`src/rtl/dll_scheduler_if.sv`:
```
// DLL-side bus of dll_scheduler: operand issue towards the shared DLL unit and its tagged result.
// master = scheduler, slave = DLL discriminator/divider.
interface dll_scheduler_if #(
  parameter int unsigned CH_ID_WIDTH = 2,
  parameter int unsigned I2Q2_WIDTH  = 37,
  parameter int unsigned SHIFT_WIDTH = 10
);

  logic [CH_ID_WIDTH-1:0] dll_tag;
  logic [I2Q2_WIDTH-1:0]  dll_i2q2_early;
  logic [I2Q2_WIDTH-1:0]  dll_i2q2_late;
  logic                   dll_start;
  logic                   dll_result_ready;
  logic [CH_ID_WIDTH-1:0] dll_result_tag;
  logic                   dll_shift_direction;
  logic [SHIFT_WIDTH-1:0] dll_shift_amount;

  modport master (
    output dll_tag, dll_i2q2_early, dll_i2q2_late, dll_start,
    input  dll_result_ready, dll_result_tag, dll_shift_direction, dll_shift_amount
  );

  modport slave (
    input  dll_tag, dll_i2q2_early, dll_i2q2_late, dll_start,
    output dll_result_ready, dll_result_tag, dll_shift_direction, dll_shift_amount
  );

endinterface

```
`src/rtl/dll_scheduler.sv`:
```
// Round-robin scheduler sharing one multi-cycle DLL unit among NUM_CH tracking channels.
// Optional WAIT watchdog with sticky timeout_err port: define DLL_SCHED_TIMEOUT_EN.
module dll_scheduler #(
  parameter int unsigned NUM_CH      = 4,
  parameter int unsigned CH_ID_WIDTH = 2,
  parameter int unsigned I2Q2_WIDTH  = 37,
  parameter int unsigned SHIFT_WIDTH = 10,
  parameter int unsigned TIMEOUT     = 1023
) (
  input  logic                         clk,
  input  logic                         global_reset,
  input  logic [NUM_CH-1:0]            req_valid,
  input  logic [NUM_CH*I2Q2_WIDTH-1:0] req_early,
  input  logic [NUM_CH*I2Q2_WIDTH-1:0] req_late,
  dll_scheduler_if.master              dll,
  output logic [NUM_CH-1:0]            resp_valid,
  output logic                         resp_shift_direction,
  output logic [SHIFT_WIDTH-1:0]       resp_shift_amount,
  output logic                         busy,
  output logic [NUM_CH-1:0]            overrun,
  output logic                         tag_err
`ifdef DLL_SCHED_TIMEOUT_EN
  ,
  output logic                         timeout_err
`endif
);

  localparam int unsigned IDX_W = (NUM_CH > 1) ? $clog2(NUM_CH) : 1;

  typedef enum logic [1:0] {
    S_IDLE  = 2'd0,
    S_ISSUE = 2'd1,
    S_WAIT  = 2'd2
  } state_t;

  state_t                state_q;
  state_t                state_d;
  logic [NUM_CH-1:0]     pending_q;
  logic [I2Q2_WIDTH-1:0] slot_early_q [NUM_CH];
  logic [I2Q2_WIDTH-1:0] slot_late_q  [NUM_CH];
  logic [IDX_W-1:0]      rr_ptr_q;

  logic                  grant_found;
  logic [IDX_W-1:0]      grant_sel;
  int unsigned           scan_idx;
  logic                  grant_en;
  logic                  result_hit;
  logic                  result_bad;
  logic                  timeout_hit;

  // Round-robin search: first pending channel at or after rr_ptr, wrapping.
  always_comb begin
    grant_found = 1'b0;
    grant_sel   = '0;
    scan_idx    = 0;
    for (int unsigned i = 0; i < NUM_CH; i++) begin
      scan_idx = 32'(rr_ptr_q) + i;
      if (scan_idx >= NUM_CH) scan_idx = scan_idx - NUM_CH;
      if (!grant_found && pending_q[scan_idx[IDX_W-1:0]]) begin
        grant_found = 1'b1;
        grant_sel   = scan_idx[IDX_W-1:0];
      end
    end
  end

`ifdef DLL_SCHED_TIMEOUT_EN
  localparam int unsigned CNT_W = $clog2(TIMEOUT + 1);

  logic [CNT_W-1:0] wait_cnt_q;

  // Counts WAIT cycles; cleared while in ISSUE so it starts at zero on WAIT entry.
  always_ff @(posedge clk or posedge global_reset) begin
    if (global_reset) begin
      wait_cnt_q  <= '0;
      timeout_err <= 1'b0;
    end else begin
      if (state_q == S_WAIT) wait_cnt_q <= wait_cnt_q + CNT_W'(1);
      else                   wait_cnt_q <= '0;
      if (timeout_hit) timeout_err <= 1'b1;
    end
  end
`else
  // TIMEOUT only matters when the watchdog is built in.
  logic unused_timeout;
  assign unused_timeout = ^TIMEOUT;
`endif

  always_ff @(posedge clk or posedge global_reset) begin
    if (global_reset) state_q <= S_IDLE;
    else              state_q <= state_d;
  end

  always_comb begin
    state_d = state_q;
    case (state_q)
      S_IDLE:  if (grant_found) state_d = S_ISSUE;
      S_ISSUE: state_d = S_WAIT;
      S_WAIT: begin
        if (result_hit)       state_d = S_IDLE;
        else if (timeout_hit) state_d = S_IDLE;
      end
      default: state_d = S_IDLE;
    endcase
  end

  // Decoded controls; a matching result wins over a same-cycle timeout.
  always_comb begin
    grant_en    = 1'b0;
    result_hit  = 1'b0;
    result_bad  = 1'b0;
    timeout_hit = 1'b0;
    if (state_q == S_IDLE && grant_found) grant_en = 1'b1;
    if (dll.dll_result_ready) begin
      if (state_q == S_WAIT && dll.dll_result_tag == dll.dll_tag) result_hit = 1'b1;
      else                                                         result_bad = 1'b1;
    end
`ifdef DLL_SCHED_TIMEOUT_EN
    if (state_q == S_WAIT && !result_hit && wait_cnt_q == CNT_W'(TIMEOUT - 1))
      timeout_hit = 1'b1;
`endif
  end

  // Per-channel capture; a granted slot hands its old data out while taking the new request.
  always_ff @(posedge clk or posedge global_reset) begin
    if (global_reset) begin
      pending_q <= '0;
      overrun   <= '0;
      for (int unsigned k = 0; k < NUM_CH; k++) begin
        slot_early_q[k] <= '0;
        slot_late_q[k]  <= '0;
      end
    end else begin
      for (int unsigned k = 0; k < NUM_CH; k++) begin
        if (req_valid[k]) begin
          slot_early_q[k] <= req_early[k*I2Q2_WIDTH +: I2Q2_WIDTH];
          slot_late_q[k]  <= req_late[k*I2Q2_WIDTH +: I2Q2_WIDTH];
          pending_q[k]    <= 1'b1;
          if (pending_q[k] && !(grant_en && grant_sel == IDX_W'(k))) overrun[k] <= 1'b1;
        end else if (grant_en && grant_sel == IDX_W'(k)) begin
          pending_q[k] <= 1'b0;
        end
      end
    end
  end

  // Issue side: operands and tag stay frozen from grant until the next grant.
  always_ff @(posedge clk or posedge global_reset) begin
    if (global_reset) begin
      rr_ptr_q           <= '0;
      dll.dll_start      <= 1'b0;
      dll.dll_tag        <= '0;
      dll.dll_i2q2_early <= '0;
      dll.dll_i2q2_late  <= '0;
    end else begin
      dll.dll_start <= grant_en;
      if (grant_en) begin
        dll.dll_tag        <= CH_ID_WIDTH'(grant_sel);
        dll.dll_i2q2_early <= slot_early_q[grant_sel];
        dll.dll_i2q2_late  <= slot_late_q[grant_sel];
        rr_ptr_q           <= (grant_sel == IDX_W'(NUM_CH - 1)) ? '0 : grant_sel + IDX_W'(1);
      end
    end
  end

  // Response side and status flags.
  always_ff @(posedge clk or posedge global_reset) begin
    if (global_reset) begin
      resp_valid           <= '0;
      resp_shift_direction <= 1'b0;
      resp_shift_amount    <= '0;
      busy                 <= 1'b0;
      tag_err              <= 1'b0;
    end else begin
      for (int unsigned k = 0; k < NUM_CH; k++)
        resp_valid[k] <= result_hit && (dll.dll_tag == CH_ID_WIDTH'(k));
      if (result_hit) begin
        resp_shift_direction <= dll.dll_shift_direction;
        resp_shift_amount    <= dll.dll_shift_amount;
      end
      busy <= (state_d != S_IDLE);
      if (result_bad) tag_err <= 1'b1;
    end
  end

endmodule

```
`src/flat_wrapper.sv`:
```
// flat-port wrapper written by rule: the top's interface ports become plain ports
module dll_scheduler_flat 
#(
  parameter int unsigned NUM_CH      = 4,
  parameter int unsigned CH_ID_WIDTH = 2,
  parameter int unsigned I2Q2_WIDTH  = 37,
  parameter int unsigned SHIFT_WIDTH = 10,
  parameter int unsigned TIMEOUT     = 1023
)
  (clk, global_reset, req_valid, req_early, req_late, resp_valid, resp_shift_direction, resp_shift_amount, busy, overrun, tag_err, dll_dll_tag, dll_dll_i2q2_early, dll_dll_i2q2_late, dll_dll_start, dll_dll_result_ready, dll_dll_result_tag, dll_dll_shift_direction, dll_dll_shift_amount);
  dll_scheduler_if #(.CH_ID_WIDTH(CH_ID_WIDTH), .I2Q2_WIDTH(I2Q2_WIDTH), .SHIFT_WIDTH(SHIFT_WIDTH)) dll_i ();
  input  logic clk;
  input  logic global_reset;
  input  logic [NUM_CH-1:0] req_valid;
  input  logic [NUM_CH*I2Q2_WIDTH-1:0] req_early;
  input  logic [NUM_CH*I2Q2_WIDTH-1:0] req_late;
  output logic [NUM_CH-1:0] resp_valid;
  output logic resp_shift_direction;
  output logic [SHIFT_WIDTH-1:0] resp_shift_amount;
  output logic busy;
  output logic [NUM_CH-1:0] overrun;
  output logic tag_err;
  output wire logic [$bits(dll_i.dll_tag)-1:0] dll_dll_tag;
  output wire logic [$bits(dll_i.dll_i2q2_early)-1:0] dll_dll_i2q2_early;
  output wire logic [$bits(dll_i.dll_i2q2_late)-1:0] dll_dll_i2q2_late;
  output wire logic [$bits(dll_i.dll_start)-1:0] dll_dll_start;
  input wire logic [$bits(dll_i.dll_result_ready)-1:0] dll_dll_result_ready;
  input wire logic [$bits(dll_i.dll_result_tag)-1:0] dll_dll_result_tag;
  input wire logic [$bits(dll_i.dll_shift_direction)-1:0] dll_dll_shift_direction;
  input wire logic [$bits(dll_i.dll_shift_amount)-1:0] dll_dll_shift_amount;
  assign dll_dll_tag = dll_i.dll_tag;
  assign dll_dll_i2q2_early = dll_i.dll_i2q2_early;
  assign dll_dll_i2q2_late = dll_i.dll_i2q2_late;
  assign dll_dll_start = dll_i.dll_start;
  assign dll_i.dll_result_ready = dll_dll_result_ready;
  assign dll_i.dll_result_tag = dll_dll_result_tag;
  assign dll_i.dll_shift_direction = dll_dll_shift_direction;
  assign dll_i.dll_shift_amount = dll_dll_shift_amount;
  dll_scheduler #(.NUM_CH(NUM_CH), .CH_ID_WIDTH(CH_ID_WIDTH), .I2Q2_WIDTH(I2Q2_WIDTH), .SHIFT_WIDTH(SHIFT_WIDTH), .TIMEOUT(TIMEOUT)) u_core (.clk(clk), .global_reset(global_reset), .req_valid(req_valid), .req_early(req_early), .req_late(req_late), .dll(dll_i), .resp_valid(resp_valid), .resp_shift_direction(resp_shift_direction), .resp_shift_amount(resp_shift_amount), .busy(busy), .overrun(overrun), .tag_err(tag_err));
endmodule
```
`config.mk`:
```
export PLATFORM = sky130hd
export DESIGN_NAME = dll_scheduler_flat
export DESIGN_NICKNAME = d
export VERILOG_FILES = /design/src/rtl/dll_scheduler_if.sv /design/src/rtl/dll_scheduler.sv /design/src/flat_wrapper.sv
export SDC_FILE = /design/constraint.sdc
export NUM_CORES = 1
export LEC_CHECK = 0
export CAP_MARGIN = 10
export CORE_ASPECT_RATIO = 2
export CORE_MARGIN = 5
export CORE_UTILIZATION = 30
export DETAILED_ROUTE_END_ITERATION = 7
export SLEW_MARGIN = 20
export SYNTH_ARGS = -nofsm -noshare
export SYNTH_HDL_FRONTEND = slang
export SYNTH_SLANG_ARGS = --single-unit
```
`constraint.sdc`:
```
create_clock -name clk -period 17.25 [get_ports clk]
set_input_delay 4.3125 -clock clk [delete_from_list [all_inputs] [get_ports clk]]
set_output_delay 4.3125 -clock clk [all_outputs]
set_load 0.02 [all_outputs]
```
==> flow_summary.rst, run 1 <==
.. list-table::
   :header-rows: 1

   * - Metric
     - Value
   * - Unique masters post-synth
     - 39
   * - Crit Path Class
     - in2async
   * - CTS tree
     - built
   * - Detail Placement HPWL
     - 36.6 mm
   * - Initial DRT Pass Iterations
     - 5
   * - Cell type with the highest aggregate area in the netlist
     - sky130_fd_sc_hd__dfrtp_1
   * - Final min period
     - 6280 ps
   * - Class of the worst hold path
     - reg2reg
   * - Post-synthesis cell area
     - roughly 0.017 sq mm
   * - Dominant cells by area after synthesis
     - sky130_fd_sc_hd__dfrtp_1 (61%), sky130_fd_sc_hd__mux2_2 (24%), sky130_fd_sc_hd__nand2_1 (3.5%)
   * - Multiplexer share of the synthesized area
     - 26.0%
   * - Cell at the root of the clock tree
     - sky130_fd_sc_hd__clkbuf_16
   * - Number of max-capacitance violations reported
     - 0
   * - FF-to-FF Start
     - u_core.pending_q[2]
   * - Area of the die
     - 0.0603 sq mm
   * - Worst R2R End
     - u_core.dll.dll_i2q2_early[17]
   * - Maximum clock frequency
     - 0.159 GHz
   * - Die Ht
     - 342 um
   * - Number of levels the H-tree was split into
     - 2
   * - Buf+Inv Stages, Crit Path
     - 4
   * - DRT antenna net count
     - 0
   * - Top delay family on crit path
     - buffers and inverters
   * - Logic depth of the worst setup path including buffers
     - 4
   * - Worst Max-Slew Pin Slew
     - 1090 ps
   * - Origin of the worst setup path
     - global_reset
   * - Clock-pin transition on the worst setup and hold timing paths
     - 60 ps
   * - Max-slew headroom
     - 27.3%
   * - Cell area power density
     - between 150 and 200 mW/mm^2
   * - Nets
     - 1,927
   * - Initial core utilization
     - 30.1%
   * - Setup violation total in the final timing report
     - 0
   * - Chip Width
     - about 180 um
   * - Simple-Gate Fraction of Synth Area
     - under 10%
   * - Most frequent cells after synthesis
     - sky130_fd_sc_hd__dfrtp_1 (402), sky130_fd_sc_hd__mux2_2 (350), sky130_fd_sc_hd__nand2_1 (153)
   * - Initial detailed-routing violation count
     - 530
   * - PnR Total Power
     - ~3.7 mW
   * - Worst Hold Launch
     - u_core.overrun[3]
   * - CTS max path bufs
     - 3
   * - Filler instances
     - 5,195
   * - Result of the run
     - completed
   * - Portion of total power attributed to combinational logic
     - between 40% and 50%
   * - Logic depth of the worst register-to-register path
     - 7
   * - Via-per-instance ratio
     - between 4 and 5
   * - Total of flip-flops plus latches after synthesis
     - 402
   * - Post-route DRC violation count
     - 0
   * - Final period utilization
     - 36.4%
   * - CP Data Required Time
     - 17,840 ps
   * - Switching power of the nets
     - 1.37 mW
   * - Setup slack after layout
     - 10,970 ps
   * - Footprint of the flip-flops and latches
     - a little over 0.01 sq mm
   * - Wirelength per Cell
     - around 22 um
   * - Number of global-route vias before repair
     - between 10,000 and 15,000
   * - Syn_nets
     - 1,538
   * - Critical Path End
     - u_core.slot_early_q[104]
   * - FFs w/ async S/R, synth
     - 100%
   * - Most used DFF post-synth
     - sky130_fd_sc_hd__dfrtp_1
   * - Pin count of the biggest net entering global routing
     - 151
   * - RSZ-0062 raised after global routing
     - false
   * - Startpoint Class
     - primary input
   * - Max incr delay on CP
     - 640 ps
   * - Count of flip-flops with a built-in enable after synthesis
     - 0
   * - Share of cells above drive strength 1
     - 26.9%
   * - Count leader, synth
     - sky130_fd_sc_hd__dfrtp_1
   * - Switch share
     - between 30% and 40%
   * - Share of the synthesized netlist area taken by xor and xnor gates
     - 0.159%
   * - Initial antenna violation count
     - 17
   * - Per-instance average area after synthesis
     - 13.6 sq um
   * - Worst hold slack after final layout
     - roughly 470 ps
   * - Number of instances resized during post-cts repair
     - 0
   * - Wirelength, routed
     - between 50 and 60 mm
   * - Multi-input logic area
     - 0.00614 sq mm
   * - Category of the worst setup path capture point
     - asynchronous set/reset pin
   * - Number of hold buffers added after cts
     - 0
   * - Critical path's slowest cell
     - sky130_fd_sc_hd__buf_6
   * - Clock share of power
     - 23.7%
   * - Clock latency at the later pin of the worst-skew pair
     - 550 ps
   * - Growth of design area from synthesis to finish
     - 37.5%
   * - Area of the placeable core
     - 0.0551 sq mm
   * - Final weighted congestion of routability-driven global placement
     - 0.789
   * - Adder-cell area share of the yosys netlist
     - 0%
   * - Compound-cell area share of the yosys netlist
     - 6.64%
   * - Worst-case register-to-register setup slack
     - between 10,000 and 15,000 ps
   * - Global-route wire length before repair
     - around 80 mm
   * - Internal Power
     - 2.29 mW
   * - Clock tree skew after final layout
     - about 18 ps
   * - Core Util, Final
     - 41.3%
   * - Leak pwr
     - roughly 9.2 nW
   * - Setup fix buffers added after clock tree synthesis
     - 0
   * - Pre-CTS WS
     - 9970 ps
   * - Cells after synthesis
     - 1,222
   * - Portion of total power attributed to sequential cells
     - 34.2%
   * - CP cell instances
     - clkdlybuf4s50_1, inv_8, buf_12, buf_6
   * - Worst path arrival time
     - roughly 6900 ps
   * - Max-slew violations
     - 0
   * - Vias
     - 11,500
   * - Number of top-level design ports
     - 414
   * - Std cell rows
     - 122
   * - All-layer global routing usage
     - 17.4%
   * - YS warnings
     - 0
   * - Total congestion overflow
     - 0
   * - Largest family of logic cells by synthesized area
     - multiplexers
   * - Buffers on Ports
     - 413
   * - Largest voltage drop on the vdd net
     - 0.000130 V
   * - Top cell type's share of synthesized area
     - 60.7%
   * - Setup Total Neg Slack
     - 0 ps
   * - Number of CTS-inserted buffers
     - 40
   * - Fraction of the yosys area taken by sequential cells
     - 60.7%
   * - Final-report hold violation count
     - 0
   * - Clock sink count
     - 402
   * - Highest net fanout along the worst path
     - 150
power by group through the flow:
stage	Clock, mW	Sequential, mW	Combinational [mW]
final	0.869	1.25	1.54
after CTS	0.901	1.25	1.57
after detailed placement	0	1.27	1.57
after floorplan	0	1.36	0.844
after global routing	0.935	1.27	1.66
after global placement	0	1.26	1.55
worst min-delay path by stage:
| stage | slack, ps | cells after the start | endpoint |
|---|---|---|---|
| after floorplan | 470 | 1 | u_core.slot_early_q[112] |
| after global placement | 450 | 1 | u_core.overrun[3] |
| after detailed placement | 460 | 1 | u_core.overrun[3] |
| after CTS | 470 | 1 | u_core.overrun[3] |
| after global routing | 510 | 1 | u_core.overrun[3] |
| final | 470 | 1 | u_core.overrun[3] |
registers in the layout, summed over array words and instances (netlist names):
name and count:
u_core.dll.dll_start 1, u_core.resp_shift_amount 10, u_core.busy 1, u_core.tag_err 1, u_core.resp_shift_direction 1, u_core.slot_late_q 148, u_core.pending_q 4, u_core.resp_valid 4
u_core.state_q 2, u_core.overrun 4, u_core.slot_early_q 148, u_core.rr_ptr_q 2, u_core.dll.dll_tag 2, u_core.dll.dll_i2q2_late 37, u_core.dll.dll_i2q2_early 37
kinds of logic (layout without fill, tap and decap cells):
family	count (synthesis)	count (layout)
DFF	402	402
xor gates and xnor gates	3	3
buffers and inverters	93	509
muxes	383	383
AOI/OAI and AO/OA	172	172
other	0	14
and+or+nand+nor	169	169
layout make-up:
cell class / instances / share of cell area [%]
Sequential cell: 402 / 44.2
Tap cell: 744 / 4.09
Clock inverter: 11 / 0.461
Inverter: 12 / 0.236
Multi-Input combinational cell: 727 / 26.9
Clock buffer: 58 / 5.23
Timing Repair Buffer: 428 / 18.8
Antenna cell: 14 / 0.154
metrics by stage:
step / std cells / instance area (sq um)
2_1_floorplan: 1222 / 16600
3_3_place_gp: 2312 / 21400
3_5_place_dp: 2312 / 21400
4_1_cts: 2381 / 22700
5_1_grt: 2392 / 22800
6_report: 2396 / 22800
per-layer routing:
| layer | track usage (%) | routed length (um) |
|---|---|---|
| met3 | 4.36 | 3420 |
| met5 | 0 | 43 |
| met4 | 7.85 | 2170 |
| met1 | 19.2 | 19800 |
| met2 | 31.2 | 28500 |
layout by cell type, fill, tap and decap left out, types with 8 or more instances in the layout:
cell and instances:
sky130_fd_sc_hd__diode_2 14, sky130_fd_sc_hd__inv_1 10, sky130_fd_sc_hd__clkbuf_8 8, sky130_fd_sc_hd__nand2_1 153, sky130_fd_sc_hd__a31oi_1 74, sky130_fd_sc_hd__clkbuf_1 8
sky130_fd_sc_hd__clkdlybuf4s50_1 409, sky130_fd_sc_hd__o22ai_1 73, sky130_fd_sc_hd__buf_4 16, sky130_fd_sc_hd__mux2_1 30, sky130_fd_sc_hd__dfrtp_1 402, sky130_fd_sc_hd__clkbuf_16 42
sky130_fd_sc_hd__mux2_2 350
worst register-to-register path: stages, from the launching register on:
cell                       delay (ps)
sky130_fd_sc_hd__dfrtp_1          460
sky130_fd_sc_hd__or4_1            660
sky130_fd_sc_hd__nand2_2          220
sky130_fd_sc_hd__clkinv_2         560
sky130_fd_sc_hd__o21ai_4          530
sky130_fd_sc_hd__buf_4            860
sky130_fd_sc_hd__o22ai_1          430
sky130_fd_sc_hd__a31oi_1          410
Note: power is estimated with default switching activity, not from simulation.
==> run 2, diff against run 1 <==
Clock period 17.25 ns to 5.25 ns, I/O delays scaled along.
==> run 2 against run 1 <==
Net effect: clock-buffer cell count shrank 2; total power increased to 3.3 times the previous value; routed wire length fell by 0.38%; cell area is 0.90% higher; setup slack worse by 8700 ps; global-route usage hardly changed; sequential power grew to 3.3 times the previous value; non-clock buffer count up 10; sequential share of layout area down 0.39 points; critical endpoint is now dll_dll_tag[1].
==> flow_summary.rst, run 2 (synthesis results as in run 1) <==
.. list-table::
   :header-rows: 1

   * - Metric
     - Value
   * - Total congestion overflow
     - 0
   * - Pre-CTS WS
     - 2140 ps
   * - Std cell rows
     - 122
   * - Initial antenna violation count
     - 17
   * - Growth of design area from synthesis to finish
     - 38.7%
   * - Final weighted congestion of routability-driven global placement
     - 0.815
   * - Number of instances resized during post-cts repair
     - 0
   * - Initial detailed-routing violation count
     - 387
   * - Global-route wire length before repair
     - 80.1 mm
   * - Largest voltage drop on the vdd net
     - roughly 0.0007 V
   * - Cell area power density
     - 530 mW/mm^2
   * - Share of cells above drive strength 1
     - ~28%
   * - # placed instances
     - between 2,000 and 2,500
   * - Worst Max-Slew Pin Slew
     - around 1100 ps
   * - Biggest registers after layout
     - u_core.slot_early_q (148), u_core.slot_late_q (148)
   * - Number of top-level design ports
     - 414
   * - Wirelength, routed
     - between 50 and 60 mm
   * - Initial core utilization
     - between 30 and 40%
   * - Most frequent cells in the layout
     - sky130_fd_sc_hd__clkdlybuf4s50_1 (409), sky130_fd_sc_hd__dfrtp_1 (402), sky130_fd_sc_hd__mux2_2 (350)
   * - Area post-placement
     - 0.0215 sq mm
   * - Hold Path Cell Cnt
     - 1
   * - Initial DRT Pass Iterations
     - 4
   * - Cell at the root of the clock tree
     - sky130_fd_sc_hd__clkbuf_16
   * - Max-slew violations
     - 0
   * - Leak pwr
     - slightly above 9 nW
   * - Final non-filler cell total
     - 2,409
   * - Class of the worst hold path
     - reg2reg
   * - Number of CTS-inserted buffers
     - 41
   * - Chip Width
     - 176 um
   * - Clock tree skew after final layout
     - 16.8 ps
   * - Pin count of the biggest net entering global routing
     - 115
   * - CP cell instances
     - clkdlybuf4s50_1
   * - Die Ht
     - 342 um
   * - Worst Hold Launch
     - u_core.overrun[2]
   * - Worst-case register-to-register setup slack
     - 2570 ps
   * - Max incr delay on CP
     - ~660 ps
   * - CTS tree
     - built
   * - Worst path arrival time
     - 1700 ps
   * - Final standard cell area without fillers
     - approximately 0.023 sq mm
   * - PnR Total Power
     - ~12 mW
   * - Clock sink count
     - 402
   * - Number of max-capacitance violations reported
     - 0
   * - Setup fix buffers added after clock tree synthesis
     - 0
   * - Final period utilization
     - 57.5%
   * - Logic depth of the worst register-to-register path
     - 7
   * - Final min period
     - 3020 ps
   * - FF-to-FF Start
     - u_core.pending_q[2]
   * - Nets
     - 1,938
   * - Buffers on Ports
     - ~410
   * - Max-slew headroom
     - 27.8%
   * - RSZ-0062 raised after global routing
     - false
   * - Vias
     - 11,500
   * - Clock-pin transition on the worst setup and hold timing paths
     - 60 ps
   * - Worst hold slack after final layout
     - 476 ps
   * - Category of the worst setup path capture point
     - primary output
   * - Final-report hold violation count
     - 0
   * - Wirelength per Cell
     - 22.3 um
   * - Highest net fanout along the worst path
     - 6
   * - Maximum clock frequency
     - about 0.33 GHz
   * - Detail Placement HPWL
     - 36.9 mm
   * - Setup Total Neg Slack
     - 0 ps
   * - Top delay family on crit path
     - buffers and inverters
   * - Number of global-route vias before repair
     - 12,800
   * - CTS max path bufs
     - 3
   * - Area of the die
     - 0.0603 sq mm
   * - Worst Hold Endpoint
     - u_core.overrun[2]
   * - DRT antenna net count
     - 0
   * - All-layer global routing usage
     - 17.4%
   * - Worst R2R End
     - u_core.dll.dll_i2q2_late[17]
   * - Buf+Inv Stages, Crit Path
     - 1
   * - Setup slack after layout
     - 2230 ps
   * - CP Data Required Time
     - 3940 ps
   * - Number of hold buffers added after cts
     - 0
   * - Number of levels the H-tree was split into
     - 2
   * - Setup violation total in the final timing report
     - 0
   * - Result of the run
     - completed
   * - Via-per-instance ratio
     - between 4 and 5
   * - Core Util, Final
     - 41.7%
   * - Startpoint Class
     - flop
   * - Clock latency at the later pin of the worst-skew pair
     - roughly 560 ps
   * - Critical path's slowest cell
     - sky130_fd_sc_hd__clkdlybuf4s50_1
   * - Area of the placeable core
     - ~0.055 sq mm
   * - Most common library cell in the layout ignoring fill and taps
     - sky130_fd_sc_hd__clkdlybuf4s50_1
   * - Crit Path Class
     - reg2out
   * - Post-route DRC violation count
     - 0
[run 2: cell types whose count changed in the layout (fill, tap and decap cells not counted), sizes merged]
cell,before,now
diode,14,12
clkinvlp,1,3
buf,19,29
bufinv,1,2
clkbuf,58,56
inv,13,14
clkinv,8,11
[run 2: area by class of cell]
class	instances	area, sq um
Sequential cell	402	10100
Tap cell	744	931
Fill cell	5203	32100
Inverter	12	50.0
Antenna cell	12	30.0
Clock inverter	18	164
Clock buffer	56	1190
Multi-Input combinational cell	727	6140
Timing Repair Buffer	438	4430
[run 2: worst max-delay path by stage]
stage	startpoint	to	slack [ps]	cells after the start
6_report	u_core.dll.dll_tag[1]	dll_dll_tag[1]	2230	1
5_1_grt	u_core.dll.dll_tag[1]	dll_dll_tag[1]	2170	1
4_1_cts	u_core.dll.dll_tag[1]	dll_dll_tag[1]	2160	1
3_5_place_dp	req_valid[0]	u_core.slot_late_q[117]	2140	3
3_3_place_gp	dll_dll_result_tag[1]	u_core.resp_shift_amount[6]	2160	5
2_1_floorplan	global_reset	u_core.busy	-1480	1
[run 2: where the power goes]
part / switching (mW) / internal, mW
clock network: 1.26 / 1.70
registers: 0.378 / 3.73
logic: 2.89 / 2.22
total: 4.53 / 7.65
[run 2: layer usage]
metal / wire length [um] / part of all wire, % / GRT usage [%]
met1: 19000 / 35 / 18.2
met3: 3480 / 6.5 / 4.33
met4: 2060 / 3.8 / 7.77
met2: 29100 / 54 / 32.5
met5: 67 / 0.12 / 0
